File: src/rtl/field_addsub_lanes.sv
// field_addsub_lanes: modular add/subtract over GF(Q) for LANES packed operand pairs.
// Lanes are processed one after another. A single (NBITS+1)-bit adder with carry-out
// is shared across three steps: negate (Q - b), add, and conditional reduce.
// Optional feature macro: FIELD_ADDSUB_RANGE_CHK_EN adds the oor port and the
// operand range comparators.
//
// state | meaning
// IDLE  | waiting for a rising edge of en; c valid, ready high
// NEG   | acc = Q - b_i (0 when b_i == 0), subtract mode only
// ADD   | acc = a_i + (sub ? acc : b_i)
// RED   | c_i = (acc >= Q) ? acc - Q : acc, advance lane or finish
// DONE  | last lane written; ready and ready_pulse rise next cycle
module field_addsub_lanes #(
    parameter int unsigned NBITS = 61,
    parameter logic [63:0] Q     = 64'h1FFF_FFFF_FFFF_FFFF,
    parameter int unsigned LANES = 1
) (
    input  logic                   clk,
    input  logic                   rstb,
    input  logic                   en,
    input  logic                   sub,
    input  logic [LANES*NBITS-1:0] a,
    input  logic [LANES*NBITS-1:0] b,
    output logic                   ready,
    output logic                   ready_pulse,
    output logic [LANES*NBITS-1:0] c
`ifdef FIELD_ADDSUB_RANGE_CHK_EN
    ,
    output logic                   oor
`endif
);

    localparam int unsigned LW = (LANES > 1) ? $clog2(LANES) : 1;
    localparam logic [NBITS:0] QX = Q[NBITS:0];

    typedef enum logic [2:0] {
        S_IDLE = 3'd0,
        S_NEG  = 3'd1,
        S_ADD  = 3'd2,
        S_RED  = 3'd3,
        S_DONE = 3'd4
    } state_t;

    state_t                 state;
    state_t                 state_nxt;
    logic                   en_dly;
    logic                   start;
    logic                   load;
    logic                   do_neg;
    logic                   do_add;
    logic                   do_red;
    logic                   fin;
    logic                   last;
    logic                   sub_reg;
    logic [LANES*NBITS-1:0] a_reg;
    logic [LANES*NBITS-1:0] b_reg;
    logic [LW-1:0]          lane;
    logic [NBITS:0]         acc;
    logic [NBITS-1:0]       a_lane;
    logic [NBITS-1:0]       b_lane;
    logic [NBITS:0]         add_x;
    logic [NBITS:0]         add_y;
    logic                   add_cin;
    logic [NBITS:0]         add_sum;
    logic                   add_co;
    logic [NBITS-1:0]       red_val;

    assign start = en & ~en_dly;
    assign last  = (lane == LW'(LANES - 1));

    // State register
    always_ff @(posedge clk or negedge rstb) begin
        if (!rstb) state <= S_IDLE;
        else       state <= state_nxt;
    end

    // Next-state logic; starts outside IDLE are dropped, not queued
    always_comb begin
        state_nxt = state;
        case (state)
            S_IDLE: if (start) state_nxt = sub ? S_NEG : S_ADD;
            S_NEG:  state_nxt = S_ADD;
            S_ADD:  state_nxt = S_RED;
            S_RED:  state_nxt = last ? S_DONE : (sub_reg ? S_NEG : S_ADD);
            S_DONE: state_nxt = S_IDLE;
            default: state_nxt = S_IDLE;
        endcase
    end

    // Control decode from the current state
    always_comb begin
        load   = 1'b0;
        do_neg = 1'b0;
        do_add = 1'b0;
        do_red = 1'b0;
        fin    = 1'b0;
        case (state)
            S_IDLE: load   = start;
            S_NEG:  do_neg = 1'b1;
            S_ADD:  do_add = 1'b1;
            S_RED:  do_red = 1'b1;
            S_DONE: fin    = 1'b1;
            default: ;
        endcase
    end

    // Select the operands of the active lane
    always_comb begin
        a_lane = '0;
        b_lane = '0;
        for (int i = 0; i < LANES; i++) begin
            if (lane == LW'(i)) begin
                a_lane = a_reg[i*NBITS +: NBITS];
                b_lane = b_reg[i*NBITS +: NBITS];
            end
        end
    end

    // Shared adder operands: NEG forms Q-b, RED forms acc-Q with carry as acc>=Q
    always_comb begin
        add_x   = '0;
        add_y   = '0;
        add_cin = 1'b0;
        case (state)
            S_NEG: begin
                add_x   = QX;
                add_y   = ~{1'b0, b_lane};
                add_cin = 1'b1;
            end
            S_ADD: begin
                add_x   = {1'b0, a_lane};
                add_y   = sub_reg ? acc : {1'b0, b_lane};
            end
            S_RED: begin
                add_x   = acc;
                add_y   = ~QX;
                add_cin = 1'b1;
            end
            default: ;
        endcase
    end

    assign {add_co, add_sum} = (NBITS+2)'(add_x) + (NBITS+2)'(add_y) + (NBITS+2)'(add_cin);
    assign red_val = add_co ? add_sum[NBITS-1:0] : acc[NBITS-1:0];

    // Edge detector; resets high so an en held through reset does not start
    always_ff @(posedge clk or negedge rstb) begin
        if (!rstb) en_dly <= 1'b1;
        else       en_dly <= en;
    end

    // Capture the request so the caller may change inputs after the start cycle
    always_ff @(posedge clk or negedge rstb) begin
        if (!rstb) begin
            a_reg   <= '0;
            b_reg   <= '0;
            sub_reg <= 1'b0;
        end else if (load) begin
            a_reg   <= a;
            b_reg   <= b;
            sub_reg <= sub;
        end
    end

    // Lane counter
    always_ff @(posedge clk or negedge rstb) begin
        if (!rstb)                lane <= '0;
        else if (load)            lane <= '0;
        else if (do_red && !last) lane <= lane + 1'b1;
    end

    // Accumulator holds the negated b, then the unreduced sum
    always_ff @(posedge clk or negedge rstb) begin
        if (!rstb)       acc <= '0;
        else if (do_neg) acc <= (b_lane == '0) ? '0 : add_sum;
        else if (do_add) acc <= add_sum;
    end

    // Result lanes: only the lane being reduced is written
    always_ff @(posedge clk or negedge rstb) begin
        if (!rstb) begin
            c <= '0;
        end else if (do_red) begin
            for (int i = 0; i < LANES; i++) begin
                if (lane == LW'(i)) c[i*NBITS +: NBITS] <= red_val;
            end
        end
    end

    // Handshake outputs: ready drops after the start, returns one cycle after DONE
    always_ff @(posedge clk or negedge rstb) begin
        if (!rstb) begin
            ready       <= 1'b1;
            ready_pulse <= 1'b0;
        end else begin
            ready_pulse <= fin;
            if (load)     ready <= 1'b0;
            else if (fin) ready <= 1'b1;
        end
    end

`ifdef FIELD_ADDSUB_RANGE_CHK_EN
    logic range_bad;

    // Any input operand at or above Q
    always_comb begin
        range_bad = 1'b0;
        for (int i = 0; i < LANES; i++) begin
            if ({1'b0, a[i*NBITS +: NBITS]} >= QX) range_bad = 1'b1;
            if ({1'b0, b[i*NBITS +: NBITS]} >= QX) range_bad = 1'b1;
        end
    end

    // Range flag is re-evaluated at each start and held until the next one
    always_ff @(posedge clk or negedge rstb) begin
        if (!rstb)     oor <= 1'b0;
        else if (load) oor <= range_bad;
    end
`endif

endmodule

File: config.mk
export PLATFORM = sky130hd
export DESIGN_NAME = field_addsub_lanes
export DESIGN_NICKNAME = d
export VERILOG_FILES = /design/src/rtl/field_addsub_lanes.sv
export SDC_FILE = /design/constraint.sdc
export NUM_CORES = 1
export LEC_CHECK = 0
export BUFFER_PORTS_ARGS = -buffer_cell sky130_fd_sc_hd__buf_2
export CELL_PAD_IN_SITES_DETAIL_PLACEMENT = 0
export CELL_PAD_IN_SITES_GLOBAL_PLACEMENT = 1
export CORE_MARGIN = 5
export CORE_UTILIZATION = 46
export CTS_CLUSTER_SIZE = 28
export DETAILED_ROUTE_END_ITERATION = 7
export PLACE_DENSITY = 0.82
export SYNTH_ARGS = -nofsm -noshare
export SYNTH_HDL_FRONTEND = slang
export SYNTH_SLANG_ARGS = --single-unit
File: constraint.sdc
create_clock -name clk -period 5.3 [get_ports clk]
set_input_delay 0.265 -clock clk [delete_from_list [all_inputs] [get_ports clk]]
set_output_delay 0.265 -clock clk [all_outputs]
set_load 0.01 [all_outputs]
## Yosys cells after proc, flatten, opt, wreduce, memory -nomap -nowiden

Cells that the tools add are included.

- Bitwise logic cells: 4
- Equal/unequal tests: 5
- Reductions and logical operators: 8
- Add/subtract/negate cells: 3
- Mux-type cells: 24

Operators with widths:

| cell | count |
|---|---|
| $pmux W62 S3 | 2 |
| $mux W62 | 4 |
| $mux W61 | 3 |
| $add A62 B62 Y63 | 1 |
| $add A63 B1 Y63 | 1 |
| $not A61 Y62 | 1 |
| $logic_not A61 Y1 | 1 |
| $pmux W3 S4 | 1 |
| $mux W1 | 10 |
| $eq A3 B2 Y1 const B | 2 |
| $mux W3 | 2 |
| $reduce_bool A2 Y1 | 3 |
| $mux W2 | 2 |
| $eq A3 B1 Y1 const B | 1 |
| $eq A3 B3 Y1 const B | 1 |
| $logic_not A3 Y1 | 1 |
| $ne A2 B2 Y1 const B | 1 |
| $not A1 Y1 | 2 |
| $reduce_and A2 Y1 | 1 |
| $reduce_or A2 Y1 | 1 |
| $add A1 B1 Y1 const B | 1 |
| $and A1 B1 Y1 | 1 |
| $logic_and A1 B1 Y1 | 1 |

- Word-level logic and storage cells: 54
- Bits of input ports: 126
- Output and inout bits: 63
- Bits in registers: 253

## Longest topological paths before layout

Gate-level depths: netlist (run 1).

- Word-level depth: 7
- Mapped depth: 21
- Mapped depth without buffers: 18

## Worst setup path after synthesis (run 1)

OpenSTA, ideal clock, no wires.

- Path type: flip-flop to flip-flop
- Start: register state[1]
- End: register c[20]
- Path slack: 0.789 ns
- Arrival time: 4.375 ns
- Library setup time: 0.136 ns
- Data required time: 5.164 ns
- Path buffers: 5
- Cell stages (with the launch flop): 22
- Cell sequence: dfrtp_1 clkbuf_1 or3b_2 clkbuf_1 nor2_1 clkbuf_1 a21oi_1 fa_1 inv_1 fa_1 a211oi_1 o21ai_1 o211ai_1 a21oi_1 o31a_1 o2111a_1 o211ai_2 nand2_1 buf_4 buf_6 mux2i_1 a21oi_1

- Cells in the longest elaborated chain, start to end: 5
- Elaborated cells on any way between the ends: 12
- Those cells by class: add/sub (2); eq/ne (3); mux (5); reduce/logical (2)

Ends and longest elaborated chain:

| what | RTL line | source |
|---|---|---|
| start, declared | 44 | `state_t state;` |
| start signal, assigned | 74 | `else state <= state_nxt;` |
| $eq A3 B2 Y1, or another cell as far along | 97, 124 |  |
| $pmux W62 S3 / $reduce_or A2 Y1 (equally long branches) | n/a |  |
| $add A62 B62 Y63 / $mux W1 (equally long branches) | 143, 124 |  |
| $add A63 B1 Y63 | 143 | `assign {add_co, add_sum} = (NBITS+2)'(add_x) + (NBITS+2)'(add_y) + (NBITS+2)'(add_cin);` |
| $mux W61 | 144 | `assign red_val = add_co ? add_sum[NBITS-1:0] : acc[NBITS-1:0];` |
| end signal, assigned by index | 185 | `if (lane == LW'(i)) c[i*NBITS +: NBITS] <= red_val;` |
| end, declared | 26 | `output logic [LANES*NBITS-1:0] c` |

Several ways; a longest one is shown, not always the timed one.
A chain may end at the register's enable or synchronous reset.

## Worst setup path after layout (run 1)

- Start: register state[0]
- End: register c[29]

The elaborated chain is that of the path after synthesis.

==> summary.md, run 1 <==
| Metric | Value |
|---|---|
| Routability-driven placement congestion ratio | 0.9162 |
| CP Max Fanout | 40 |
| Gr usage total | 0.2630 |
| Slew HR | 0.2637 |
| Synth Area in XOR/XNOR | 0.02686 |
| Die height | 198.3 µm |
| Setup TNS | 0 ns |
| EDFF count, synth | 0 |
| F_max | 0.2044 GHz |
| Leakage | 8.992 nW |
| Post-synth cell types | 74 |
| Final core utilization | 0.5638 |
| Core Rows | 69 |
| Postcts setup bufs | 0 |
| Routed WL | 52,670 µm |
| Worst Hold Path Cells | 2 |
| Most frequent cells in the layout | dfrtp_1, nand2_1, buf_2 |
| CTS Buffer Depth | 3 |
| CTS Buf Count | 28 |
| Max reg flops | 62 |
| Synth Area in Simple Gates | 0.1555 |
| Mean Syn Cell Area | 9.312 µm² |
| Antenna violations before repair | 0 |
| Vias in the first global route | 14,805 |
| Antenna-violating nets left | 0 |
| # setup viols final | 0 |
| Design Power | 15.49 mW |
| DRC viols | 0 |
| Most common cell after layout, fill and taps aside | dfrtp_1 |
| CTS sink cnt | 253 |
| Worst hold slack | 0.3638 ns |
| Die Area | 0.03931 mm² |
| Clk pwr share | 0.137 |
| Sw Ratio | 0.4776 |
| First-pass GRT wire length | 83,320 µm |
| Final Slew Violations | 0 |
| # placed instances | 2,304 |
| CTS tree | done |
| Net switching power | 7.399 mW |
| Final Skew | 0.01383 ns |
| Max_cap viols | 0 |
| Post-synthesis mux area share | 0.1413 |
| Synth Area in Compound Gates | 0.2029 |
| Syn Nets | 1,939 |
| Final cell count without fillers | 2,482 |
| Synth Area in Adders | 0.04850 |
| Tmin final | 4.893 ns |
| Share of layout cells above drive strength 1 | 0.2069 |
| CP max-delay cell | or3b_2 |
| Commonest register cell after synthesis | dfrtp_1 |
| H-Tree Depth | 1 |
| Io pins | 189 |
| Power density cells | 778.2 mW/mm² |
| Internal power | 8.094 mW |
| Combinational Power Share | 0.623 |
| Req. time, crit path | 5.69 ns |
| Period Utilization, post-route | 0.9231 |
| Initial DRT Pass Iterations | 5 |
| R2R Setup Slk | 0.41 ns |
| Vias per cell | 5.879 |
| Seq/Total Area, Yosys | 0.3884 |
| Initial drt markers | 1,060 |
| Clock Latency Late Sink | 0.57 ns |
| RSZ-0062 raised after global routing | false |
| R2r worst-path depth | 18 |
| Critical Path Sink Type | flip-flop |
| Origin of the critical flop-to-flop path | state[0]$_DFFE_PN0P_ |
| Total gr overflow | 0 |
| # fillers | 3,070 |
| Area grow syn2layout | 22.10% |
| Final hold vios | 0 |
| Cell area after synthesis | 0.01631 mm² |
| Crit path cell chain | or3b_2 -> nor2_4 -> buf_12 -> a21oi_1 -> fa_1 -> inv_1 -> fa_1 -> a211oi_1 -> o21ai_1 -> o211ai_1 -> a21oi_1 -> o31a_1 -> o2111a_1 -> o211ai_2 -> nand2_4 -> buf_12 -> mux2i_1 -> o21ai_0 |
| Post-synthesis register bit count | 253 |
| Core Box Area | 0.03531 mm² |
| CP peak stage delay | 0.56 ns |
| Cells after Synth | 1,751 |
| Crit Reg-Reg Endpoint | c[29]$_DFFE_PN0P_ |
| Nets | 2,186 |
| Hpwl dp | 36,100 µm |
| Crit path kind | flip-flop to flip-flop |
| Pin count of the biggest net entering global routing | 129 |
| Hold Crit Class | input pin to flip-flop |
| Synth warn | 0 |
| Worst VDD drop | 436.1 µV |
| CTS Root Cell | clkbuf_16 |
| Slew @ Worst Pin | 1.103 ns |
| Largest family of logic cells by synthesized area | compound AO/OA/AOI/OAI gates |
| CP top delay family | compound AO/OA/AOI/OAI gates |
| WP data arrival | 5.28 ns |
| Min-delay src | en |
| Flop pwr share | 0.241 |
| # port buffers | 188 |
| Largest Register | acc |
| WL per Instance | 21.22 µm |
| Initial Util | 0.4618 |
| Total number of vias | 14,591 |
| WP buf/inv | 3 |
| Worst setup SP type | flip-flop |
| Min-Delay Endpoint | en_dly$_DFF_PN1_ |
| Clk slew on worst S/H paths | 0.07 ns |
| Status | finished clean |
| Die width | 198.3 µm |
| Synth async-reset ratio | 1.000 |
==> power by group through the flow <==
| stage | Sequential [mW] | Clock, mW | Combinational, mW |
|---|---|---|---|
| final | 3.73 | 2.12 | 9.65 |
| after floorplan | 3.47 | 0 | 6.97 |
| after detailed placement | 3.75 | 0 | 9.40 |
| after CTS | 3.73 | 2.16 | 9.55 |
| after global routing | 3.84 | 2.22 | 10.6 |
| after global placement | 3.74 | 0 | 9.32 |
==> layout make-up <==
cell class / instances / area, µm² / share of cell area
inverters: 18 / 67.56 / 0.003394
diodes: 1 / 2.502 / 0.0001257
multi-input cells: 1353 / 9418 / 0.4730
clock buffers: 37 / 815.8 / 0.04098
well taps: 461 / 576.8 / 0.02897
repair buffers: 344 / 2510 / 0.1261
flip-flops and latches: 253 / 6335 / 0.3182
clock inverters: 15 / 183.9 / 0.009238
==> Yosys cell counts (4+ instances only) <==
cell | number | area share
or3_1 | 5 | 0.0019
nor3_1 | 10 | 0.0031
a32o_1 | 4 | 0.0025
o31ai_1 | 7 | 0.0032
buf_1 | 5 | 0.0012
nor2b_1 | 125 | 0.048
o21ai_0 | 133 | 0.041
o22ai_1 | 60 | 0.023
nand2b_1 | 6 | 0.0023
nand2_1 | 190 | 0.044
xnor2_1 | 30 | 0.016
nor4_1 | 21 | 0.0081
a22o_1 | 51 | 0.027
nor2_1 | 78 | 0.018
o21a_1 | 14 | 0.0064
nand3_1 | 22 | 0.0068
o21bai_1 | 19 | 0.0087
and2_1 | 5 | 0.0019
buf_2 | 16 | 0.0049
a21boi_0 | 4 | 0.0018
inv_1 | 16 | 0.0037
o211ai_1 | 7 | 0.0032
and3_1 | 10 | 0.0038
a31oi_1 | 22 | 0.0084
ha_1 | 60 | 0.046
a21o_1 | 39 | 0.018
xor2_1 | 20 | 0.011
a211oi_1 | 9 | 0.0041
nand3b_1 | 5 | 0.0023
mux2_2 | 122 | 0.084
or2_2 | 4 | 0.0015
dfrtp_1 | 251 | 0.39
mux2i_1 | 93 | 0.057
a21oi_1 | 98 | 0.030
clkbuf_1 | 100 | 0.023
buf_4 | 4 | 0.0018
o21ai_1 | 5 | 0.0015
nand4_1 | 25 | 0.0096
==> routing by layer <==
metal	share of wire	global-route usage
met4	0.022	0.06223
met2	0.46	0.4220
met5	0	0
met1	0.46	0.3787
met3	0.057	0.03828
==> stage by stage <==
step / area, µm² / setup WS, ns
floorplan: 16310 / 0.7888
global placement: 17650 / 0.5305
detailed placement: 17650 / 0.3017
CTS: 19900 / 0.2714
global route: 19910 / 0.05292
finish: 19910 / 0.4074
==> cells by family after synthesis <==
kind of cell,count (synthesis)
AND/OR/NAND/NOR,515
AO/OA/AOI/OAI,511
flip-flops,253
multiplexers,215
buffers and inverters,145
adder cells (fa/ha/maj),62
XOR/XNOR,50
==> repair_timing <==
action,in CTS,in global routing
endpoints found under the hold margin,252,0
hold buffers,125,0
resized for setup,0,1
setup endpoints to repair,0,23
==> worst max-delay path by stage <==
stage,from,end,cells past startpoint
final,state[0]$_DFFE_PN0P_,c[29]$_DFFE_PN0P_,18
after global routing,state[0]$_DFFE_PN0P_,c[53]$_DFFE_PN0P_,18
after CTS,state[0]$_DFFE_PN0P_,c[53]$_DFFE_PN0P_,18
after detailed placement,state[0]$_DFFE_PN0P_,c[2]$_DFFE_PN0P_,18
after global placement,state[0]$_DFFE_PN0P_,c[35]$_DFFE_PN0P_,18
after floorplan,state[1]$_DFFE_PN0P_,c[20]$_DFFE_PN0P_,21
No activity file was read; power rests on OpenSTA's default activity.
==> inputs of run 2 (changes only) <==
--- a/config.mk
+++ b/config.mk
@@ -9,10 +9,10 @@
 export CELL_PAD_IN_SITES_DETAIL_PLACEMENT = 0
 export CELL_PAD_IN_SITES_GLOBAL_PLACEMENT = 1
 export CORE_MARGIN = 5
-export CORE_UTILIZATION = 46
+export CORE_UTILIZATION = 50
 export CTS_CLUSTER_SIZE = 28
 export DETAILED_ROUTE_END_ITERATION = 7
-export PLACE_DENSITY = 0.82
+export PLACE_DENSITY = 0.88
 export SYNTH_ARGS = -nofsm -noshare
 export SYNTH_HDL_FRONTEND = slang
 export SYNTH_SLANG_ARGS = --single-unit
==> constraint.sdc (replaced) <==
create_clock -name clk -period 6.1 [get_ports clk]
set_input_delay 0.305 -clock clk [delete_from_list [all_inputs] [get_ports clk]]
set_output_delay 0.305 -clock clk [all_outputs]
set_load 0.01 [all_outputs]
==> run 2 against run 1 <==
Net effect:
- combinational power down 14%
- clock skew up 0.023 ns
- non-clock buffer count down 12
- critical path depth unchanged
- largest power group unchanged
- wire length down 1.7%
- clock power down 10%
- sequential cell count unchanged
- die area down 7.6%
- global-route usage up 1.9 points
==> summary.md, run 2 (synthesis gave the netlist of run 1 again) <==
| Metric | Value |
|---|---|
| Nets | 2,174 (-0.55%) |
| # port buffers | 188 (unchanged) |
| Initial DRT Pass Iterations | 6 (+1) |
| CTS Buf Count | 28 (unchanged) |
| Sw Ratio | 0.4765 (-0.001086) |
| Hpwl dp | 35,100 µm (-2.7%) |
| Clk pwr share | 0.141 (+0.004) |
| Pin count of the biggest net entering global routing | 128 (-0.78%) |
| WP buf/inv | 3 (unchanged) |
| Core Rows | 66 (-4.3%) |
| Max reg flops | 62 (unchanged) |
| Core Box Area | 0.03237 mm² (-8.3%) |
| Tmin final | 5.284 ns (+0.3915 ns) |
| CP Max Fanout | 63 (+57%) |
| CTS tree | done |
| Final cell count without fillers | 2,450 (-1.3%) |
| Vias in the first global route | 14,814 (+0.061%) |
| Final Slew Violations | 0 (unchanged) |
| Initial Util | 0.5037 (+0.04193) |
| Total gr overflow | 0 (unchanged) |
| Share of layout cells above drive strength 1 | 0.2017 (-0.005237) |
| Register Area | 0.006335 mm² (unchanged) |
| Routed WL | 51,800 µm (-1.7%) |
| WL per Instance | 21.14 µm (-0.37%) |
| Antenna-violating nets left | 0 (unchanged) |
| Postcts setup bufs | 0 (unchanged) |
| First-pass GRT wire length | 83,010 µm (-0.36%) |
| CP peak stage delay | 0.66 ns (+0.10 ns) |
| Final hold vios | 0 (unchanged) |
| Largest Register | acc |
| CTS Root Cell | clkbuf_16 |
| Slew HR | 0.2567 (-0.006978) |
| Die Area | 0.03632 mm² (-7.6%) |
| Final Skew | 0.03657 ns (+0.02275 ns) |
| Leakage | 8.940 nW (-0.57%) |
| Design Power | 13.45 mW (-13%) |
| CP max-delay cell | buf_4 |
| # placed instances | 2,273 (-1.3%) |
| Antenna violations before repair | 0 (unchanged) |
| Area of the multi-input gates | 0.009412 mm² (about the same) |
| Internal power | 7.039 mW (-13%) |
| Post-CTS Hold Buffers | 125 (unchanged) |
| N_diodes | 0 (-1) |
| Final core utilization | 0.6117 (+0.04783) |
| # setup viols final | 0 (unchanged) |
| Power density cells | 679.0 mW/mm² (-13%) |
| Req. time, crit path | 6.48 ns (+0.79 ns) |
| Clk slew on worst S/H paths | 0.06 ns (about the same) |
| Gr usage total | 0.2820 (+0.01902) |
| Area grow syn2layout | 21.43% |
| Hold Crit Class | input pin to asynchronous set/reset pin |
| Worst setup SP type | flip-flop |
| Routability-driven placement congestion ratio | 0.9438 (+3.0%) |
| R2r worst-path depth | 18 (unchanged) |
| # fillers | 2,740 (-11%) |
| Die width | 190.6 µm (-3.9%) |
| Placed cell area | 0.01750 mm² (-0.87%) |
| Vias per cell | 5.980 (+1.7%) |
| Slew @ Worst Pin | 1.113 ns (+0.01045 ns) |
| CTS Buffer Depth | 3 (unchanged) |
| Combinational Power Share | 0.618 (-0.005) |
| Max_cap viols | 0 (unchanged) |
| F_max | 0.1892 GHz (-7.4%) |
| DRC viols | 0 (unchanged) |
| H-Tree Depth | 1 (unchanged) |
| RSZ-0062 raised after global routing | false |
| Net switching power | 6.406 mW (-13%) |
| Clock Latency Late Sink | 0.58 ns (about the same) |
| Most common cell after layout, fill and taps aside | dfrtp_1 |
| Setup TNS | 0 ns (unchanged) |
| Crit path cell chain | or3b_2 -> buf_4 -> nor2_1 -> a21oi_1 -> fa_1 -> inv_1 -> fa_1 -> a211oi_1 -> o21ai_1 -> o211ai_1 -> a21oi_1 -> o31a_1 -> o2111a_1 -> o211ai_2 -> nand2_2 -> buf_12 -> mux2i_1 -> o21ai_0 |
| CP top delay family | compound AO/OA/AOI/OAI gates |
| WP data arrival | 5.66 ns (+0.38 ns) |
| Die height | 190.6 µm (-3.9%) |
| Crit path kind | flip-flop to flip-flop |
| Design area | 0.01980 mm² (-0.55%) |
| Total number of vias | 14,651 (+0.41%) |
| Critical Path Sink Type | flip-flop |
| Status | finished clean |
| Io pins | 189 (unchanged) |
| Period Utilization, post-route | 0.8662 (-0.05689) |
| Most frequent cells in the layout | dfrtp_1, nand2_1, buf_2 |
| Resized cells post-CTS | 0 (unchanged) |
| Worst VDD drop | 338.3 µV (-22%) |
| Flop pwr share | 0.240 (about the same) |
| Initial drt markers | 1,198 (+13%) |
| CTS sink cnt | 253 (unchanged) |
| Crit path depth | 18 (unchanged) |
-- run 2: changes by cell type in the layout (fill, tap and decap cells not counted), moves of 2 or more --
cell	delta
buf_12	-3
buf_4	-9
clkinv_4	+2
bufinv_16	+2
clkinv_2	-4
clkinvlp_4	-2
-- run 2: area by class of cell --
cell class / instances / share of cell area
clock inverter: 14 / 0.01226
timing repair buffer: 332 / 0.1203
inverter: 18 / 0.003412
multi-input combinational: 1353 / 0.4753
clock buffer: 38 / 0.04082
sequential: 253 / 0.3199
tap: 442 / 0.02793
-- run 2: routing by layer --
| layer | vias to the layer above | track usage | wire (µm) | part of all wire |
|---|---|---|---|---|
| li1 | 6848 | - | - | - |
| met1 | 7235 | 0.4011 | 23370 | 0.45 |
| met2 | 487 | 0.4619 | 24300 | 0.47 |
| met3 | 81 | 0.04010 | 2992 | 0.058 |
| met4 | 0 | 0.06160 | 1135 | 0.022 |
| met5 | - | 0 | 0 | 0 |
-- run 2: stage by stage --
stage	worst slack [ns]	hold WS (ns)
floorplan	1.589	0.009409
global placement	1.074	0.4268
detailed placement	0.8729	0.4273
CTS	0.8122	0.3606
global route	0.4364	0.4062
finish	0.8159	0.3667
-- run 2: power by group through the flow --
stage                     clock network [mW]  logic, mW  registers [mW]
after floorplan                            0       6.06            3.02
after global placement                     0       8.02            3.22
after detailed placement                   0       8.09            3.24
after CTS                               1.94       8.22            3.22
after global routing                    2.00       9.10            3.33
final                                   1.90       8.31            3.23
-- run 2: final timing paths --
kind,from,to,slack (ns)
worst min-delay path,rstb,c[51]$_DFFE_PN0P_,0.37
min in group clk,en,en_dly$_DFF_PN1_,0.41
worst max register to register,state[0]$_DFFE_PN0P_,c[34]$_DFFE_PN0P_,0.82
worst min register to register,c[35]$_DFFE_PN0P_,c[35]$_DFFE_PN0P_,0.48
worst max-delay path,state[0]$_DFFE_PN0P_,c[34]$_DFFE_PN0P_,0.82
max in group asynchronous,rstb,a_reg[25]$_DFFE_PN0P_,4.54
